==> src/rtl/ahb_lite_arbiter_ctrl.sv <==
// Round-robin bus arbiter and address/data phase sequencer for the shared interconnect.
// Handles slave RETRY/SPLIT/ERROR responses and aborts stalled data phases on timeout.
`timescale 1ns/1ps
module ahb_lite_arbiter_ctrl #(
  parameter int unsigned NUM_MASTERS    = 2,
  parameter int unsigned NUM_SLAVES     = 2,
  parameter int unsigned TIMEOUT_CYCLES = 16,
  parameter int unsigned MAX_RETRY      = 3,
  localparam int unsigned MW = (NUM_MASTERS > 1) ? $clog2(NUM_MASTERS) : 1,
  localparam int unsigned SW = (NUM_SLAVES > 1) ? $clog2(NUM_SLAVES) : 1
) (
  input  logic                      clk,
  input  logic                      rst,
  input  logic [NUM_MASTERS-1:0]    busreq,
  input  logic [NUM_MASTERS*SW-1:0] req_slv,
  input  logic [NUM_MASTERS-1:0]    req_wr,
  input  logic                      ready,
  input  logic [1:0]                response,
  input  logic [NUM_MASTERS-1:0]    split_release,
  output logic [NUM_MASTERS-1:0]    grant,
  output logic [MW-1:0]             mst_sel,
  output logic [NUM_SLAVES-1:0]     slv_sel,
  output logic                      aout,
  output logic                      dout,
  output logic                      txn_done,
  output logic                      txn_err,
  output logic [NUM_MASTERS-1:0]    split_mask
);

  localparam int unsigned TW = $clog2(TIMEOUT_CYCLES + 1);
  localparam int unsigned RW = $clog2(MAX_RETRY + 1);

  typedef enum logic [1:0] {IDLE, ADDR, DATA} state_t;

  state_t                 state, state_nxt;
  logic [MW-1:0]          cur_m, last_grant, arb_m;
  logic [SW-1:0]          cur_slv;
  logic                   cur_wr;
  logic [TW-1:0]          wait_cnt;
  logic [RW-1:0]          retry_cnt;
  logic [NUM_MASTERS-1:0] eligible, cur_onehot;
  logic                   arb_hit, slv_bad, xfer_end, done_nxt, err_nxt;
  logic                   split_set, retry_inc, wait_inc;
  int unsigned            cand;

  // Search starts one past the last granted master and wraps.
  always_comb begin
    eligible = busreq & ~split_mask;
    arb_hit  = 1'b0;
    arb_m    = '0;
    cand     = 0;
    for (int unsigned i = 1; i <= NUM_MASTERS; i++) begin
      cand = (32'(last_grant) + i) % NUM_MASTERS;
      if (!arb_hit && eligible[cand[MW-1:0]]) begin
        arb_hit = 1'b1;
        arb_m   = cand[MW-1:0];
      end
    end
  end

  always_comb begin
    slv_bad   = ({1'b0, cur_slv} >= (SW+1)'(NUM_SLAVES));
    state_nxt = state;
    done_nxt  = 1'b0;
    err_nxt   = 1'b0;
    xfer_end  = 1'b0;
    split_set = 1'b0;
    retry_inc = 1'b0;
    wait_inc  = 1'b0;
    case (state)
      IDLE: if (arb_hit) state_nxt = ADDR;
      ADDR: begin
        if (slv_bad) begin
          state_nxt = IDLE;
          err_nxt   = 1'b1;
          xfer_end  = 1'b1;
        end else begin
          state_nxt = DATA;
        end
      end
      DATA: begin
        if (ready) begin
          case (response)
            2'b00: begin
              state_nxt = IDLE; done_nxt = 1'b1; xfer_end = 1'b1;
            end
            2'b01: begin
              state_nxt = IDLE; done_nxt = 1'b1; err_nxt = 1'b1; xfer_end = 1'b1;
            end
            2'b10: begin
              if (retry_cnt == RW'(MAX_RETRY)) begin
                state_nxt = IDLE; err_nxt = 1'b1; xfer_end = 1'b1;
              end else begin
                state_nxt = ADDR; retry_inc = 1'b1;
              end
            end
            default: begin
              state_nxt = IDLE; split_set = 1'b1; xfer_end = 1'b1;
            end
          endcase
        end else if (wait_cnt == TW'(TIMEOUT_CYCLES - 1)) begin
          state_nxt = IDLE; err_nxt = 1'b1; xfer_end = 1'b1;
        end else begin
          wait_inc = 1'b1;
        end
      end
      default: state_nxt = IDLE;
    endcase
  end

  always_comb begin
    cur_onehot        = '0;
    cur_onehot[cur_m] = 1'b1;
    grant   = '0;
    mst_sel = '0;
    slv_sel = '0;
    aout    = (state == ADDR);
    dout    = (state == DATA) && cur_wr;
    if (state != IDLE) begin
      grant   = cur_onehot;
      mst_sel = cur_m;
      for (int unsigned s = 0; s < NUM_SLAVES; s++) slv_sel[s] = (cur_slv == SW'(s));
    end
  end

  always_ff @(posedge clk or negedge rst) begin
    if (!rst) begin
      state      <= IDLE;
      cur_m      <= '0;
      last_grant <= MW'(NUM_MASTERS - 1);
      cur_slv    <= '0;
      cur_wr     <= 1'b0;
      wait_cnt   <= '0;
      retry_cnt  <= '0;
      split_mask <= '0;
      txn_done   <= 1'b0;
      txn_err    <= 1'b0;
    end else begin
      state    <= state_nxt;
      txn_done <= done_nxt;
      txn_err  <= err_nxt;
      // A same-cycle SPLIT on a released master keeps it parked.
      split_mask <= (split_mask & ~split_release) | (split_set ? cur_onehot : '0);
      if (state == IDLE && arb_hit) begin
        cur_m     <= arb_m;
        cur_slv   <= req_slv[arb_m*SW +: SW];
        cur_wr    <= req_wr[arb_m];
        wait_cnt  <= '0;
        retry_cnt <= '0;
      end
      if (retry_inc) begin
        retry_cnt <= retry_cnt + 1'b1;
        wait_cnt  <= '0;
      end
      if (wait_inc) wait_cnt <= wait_cnt + 1'b1;
      if (xfer_end) last_grant <= cur_m;
    end
  end

endmodule
==> config.mk <==
export PLATFORM = sky130hd
export DESIGN_NAME = ahb_lite_arbiter_ctrl
export DESIGN_NICKNAME = d
export VERILOG_FILES = /design/src/rtl/ahb_lite_arbiter_ctrl.sv
export SDC_FILE = /design/constraint.sdc
export NUM_CORES = 1
export LEC_CHECK = 0
export ABC_AREA = 1
export ABC_CLOCK_PERIOD_IN_PS = 2590
export BUFFER_PORTS_ARGS = -buffer_cell sky130_fd_sc_hd__buf_2
export CAP_MARGIN = 40
export CORE_MARGIN = 1
export CORE_UTILIZATION = 40
export DETAILED_ROUTE_END_ITERATION = 10
export HOLD_SLACK_MARGIN = 0.12
export PLACE_DENSITY = 0.68
export SYNTH_ARGS = -nofsm -noshare
export SYNTH_HDL_FRONTEND = slang
export SYNTH_SLANG_ARGS = --single-unit
==> constraint.sdc <==
create_clock -name clk -period 2.59 [get_ports clk]
set_clock_uncertainty 0.2 [all_clocks]
set_input_delay 0.1295 -clock clk [delete_from_list [all_inputs] [get_ports clk]]
set_output_delay 0.1295 -clock clk [all_outputs]
set_load 0.01 [all_outputs]
==> Flow_metrics.wiki <==
{| class="wikitable"
! Metric !! Value
|-
| Run status || completed
|-
| Number of buffers added for setup after CTS || 0
|-
| Total global routing track utilization || 18.95%
|-
| Number of DRC violations after detailed-routing iteration 0 || 17
|-
| Sort of element at the start of the critical path || input port
|-
| Count of input and output buffers || 23
|-
| Placed insts || 163
|-
| CTS Hold Bufs || 13
|-
| Core footprint || 0.002212 mm²
|-
| Post-detailed-route wirelength per cell || 11.88 µm
|-
| Number of fill cells in the layout || 210
|-
| Adder and majority cell fraction of the synthesized area || 9.259%
|-
| Number of CTS-inserted buffers || 3
|-
| I/O pin count || 24
|-
| Data arrival time of the worst path || 2.35 ns
|-
| Warnings from Yosys || 0
|-
| Cell area after synthesis || 945.9 µm²
|-
| Portion of the post-synthesis area used by sequential elements || between 40 and 50%
|-
| P_leak || 0.6979 nW
|-
| Register bit total from synthesis || 17
|-
| Avg Inst Size Synth || just over 8 µm²
|-
| Global-route wire length before repair || between 3000 and 4000 µm
|-
| CTS clock-pin slew for the worst setup and hold paths || 0.08 ns
|-
| Final max-slew violation count || 0
|-
| Post-DP Area || 0.001081 mm²
|-
| Post-route minimum period || 2.208 ns
|-
| Maximum Capacitance Violations || 0
|-
| Worst hold margin || around 0.14 ns
|-
| Worst-case headroom to the max-slew limit || 50.99%
|-
| Gp weighted congestion || 0.7974
|-
| Power density over the cells || 749.0 mW/mm²
|-
| Highest attainable clock frequency || 0.4529 GHz
|-
| Number of antenna violations at the first check in global routing || 0
|-
| Die outline height || 50.63 µm
|-
| Count of standard-cell rows || 17
|-
| XOR/XNOR share of the synthesized area || 0.9259%
|-
| Period utilization || 85.25%
|-
| Number of global-route vias before repair || 851
|-
| Post-cts gate resize count || 0
|-
| Growth of design area from synthesis to finish || 30.82%
|-
| Largest vdd supply drop || 0.4145 mV
|-
| Sum Neg Setup Slack || 0 ns
|-
| Final HPWL from detailed placement || 1436 µm
|-
| Commonest cells after routing, fill and taps aside || sky130_fd_sc_hd__nand2_1, sky130_fd_sc_hd__buf_2, sky130_fd_sc_hd__inv_1, sky130_fd_sc_hd__dfrtp_1, sky130_fd_sc_hd__dlygate4sd3_1
|-
| Leading cell type in the layout, fill and taps excluded || sky130_fd_sc_hd__nand2_1
|-
| DRC violations left || 0
|-
| Initial cell density of the core || 42.76%
|-
| Post-synthesis compound-gate area fraction || around 5.8%
|-
| Number of diodes || 0
|-
| Combinational family with the most area after synthesis || simple AND/OR/NAND/NOR gates
|-
| Number of hold-slack violations in the final timing report || 0
|-
| Number of unique standard cell types used by synthesis || 20
|-
| Crit path max fanout || 16
|-
| Type of element capturing the critical path || asynchronous set/reset pin
|-
| Area of the die || 0.002563 mm²
|-
| Required time worst endpoint || 2.73 ns
|-
| Non-filler instance count after layout || 180
|-
| Via count of the routed design || roughly 850
|-
| Post-route antenna net violation count || 0
|-
| Multiplexer share of the synthesized area || 0%
|-
| Level count of the clock H-tree || 1
|-
| Simple logic cell fraction of the synthesized area || between 30 and 40%
|-
| Wire length reported by the detailed router || 2139 µm
|-
| Cell area after layout || 0.001237 mm²
|-
| Buffer levels on the longest clock path || 2
|-
| Total of endpoints with negative setup slack in the final report || 0
|-
| Cell at the root of the clock tree || sky130_fd_sc_hd__clkbuf_4
|-
| Cells after Synth || 114
|-
| TritonCTS clock tree || built
|-
| Worst setup path class || in -> async
|-
| Ratio of cells with drive above 1 in the final layout || a little over a fifth
|-
| Syn nets || 134
|-
| Unrepaired setup endpoints after global routing || no
|-
| Actual slew at the worst max-slew pin || 0.7327 ns
|-
| Global route total overflow || 0
|-
| Average vias per placed instance || ~4.7
|-
| Die W || 50.63 µm
|-
| Clock insertion delay at the later pin of the skew report || 0.29 ns
|-
| Number of iterations in the first detailed-routing pass || 4
|-
| TritonCTS Sinks || 17
|-
| Nets@finish || 173
|-
| Classification of the worst-slack hold path || in -> reg
|-
| Largest net degree at the start of global routing || 17
|}
==> metal layers <==
| layer | global-route usage [%] | routed length (µm) |
|---|---|---|
| met2 | 38.22 | 1146 |
| met4 | 2.778 | 0 |
| met1 | 19.08 | 901 |
| met5 | 0 | 0 |
| met3 | 5.455 | 91 |
==> final timing paths <==
kind,start,end,slack [ns],cells after the start
worst max-delay path,rst,cur_slv,0.38,4
worst min-delay path,busreq[1],cur_m,0.14,5
worst max register to register,state[1],cur_slv,0.52,6
min in group asynchronous,rst,last_grant,0.67,3
max in group clk,state[1],cur_slv,0.52,6
worst min register to register,cur_wr,cur_wr,0.30,2
==> synth_stat cells (all sizes together) <==
library cell  instances  area [µm²]
a21boi                1       7.510
nand4                 5       31.28
xor2                  1       8.760
dfrtp                16       400.4
nand3b                2       15.01
o21ai                 7       35.03
buf                   2       15.01
nand3                 9       45.04
nor2                 13       63.81
inv                  17       63.81
dfstp                 1       26.28
ha                    7       87.58
o22ai                 2       12.51
or2                   3       18.77
nand2                28       115.1
==> sequential cells by signal, indices dropped and copies added, names as in the netlist, 2 cells and up <==
signal	flops
retry_cnt	2
split_mask	2
state	2
wait_cnt	5
==> cells by family (layout without fill, tap and decap cells) <==
group,count (synthesis),in the layout
compound gates,10,10
xor+xnor,1,1
fa+ha+maj,7,7
buf+inv,19,57
flops,17,17
simple gates,60,60
==> final cells by class <==
cell class	count	area [µm²]	share of cell area, %
multi-input combinational	78	440.4	35.59
sequential	17	426.7	34.48
timing repair buffer	36	245.2	19.82
inverter	17	63.81	5.157
tap	28	35.03	2.831
clock buffer	4	26.28	2.123
==> critical path, cell delays in order <==
cell and delay, ns:
sky130_fd_sc_hd__dlygate4sd3_1 0.54, sky130_fd_sc_hd__dlygate4sd3_1 0.54, sky130_fd_sc_hd__buf_2 0.11, sky130_fd_sc_hd__dlygate4sd3_1 1.03
==> per-stage QoR <==
stage          power (mW)  utilization (%)  worst slack (ns)
6_report           0.9269            55.94            0.3821
5_1_grt             1.005            55.94            0.2034
4_1_cts            0.9307            55.94            0.3559
3_5_place_dp       0.7618            48.87            0.7890
3_3_place_gp       0.7506            48.87            0.8625
2_1_floorplan      0.6510                -            0.9163
==> report_power, final <==
group,internal [mW],switching [mW]
clock network,0.0599,0.0781
logic,0.155,0.232
registers,0.336,0.0652
total,0.552,0.375
Note: power is estimated with default switching activity, not from simulation.
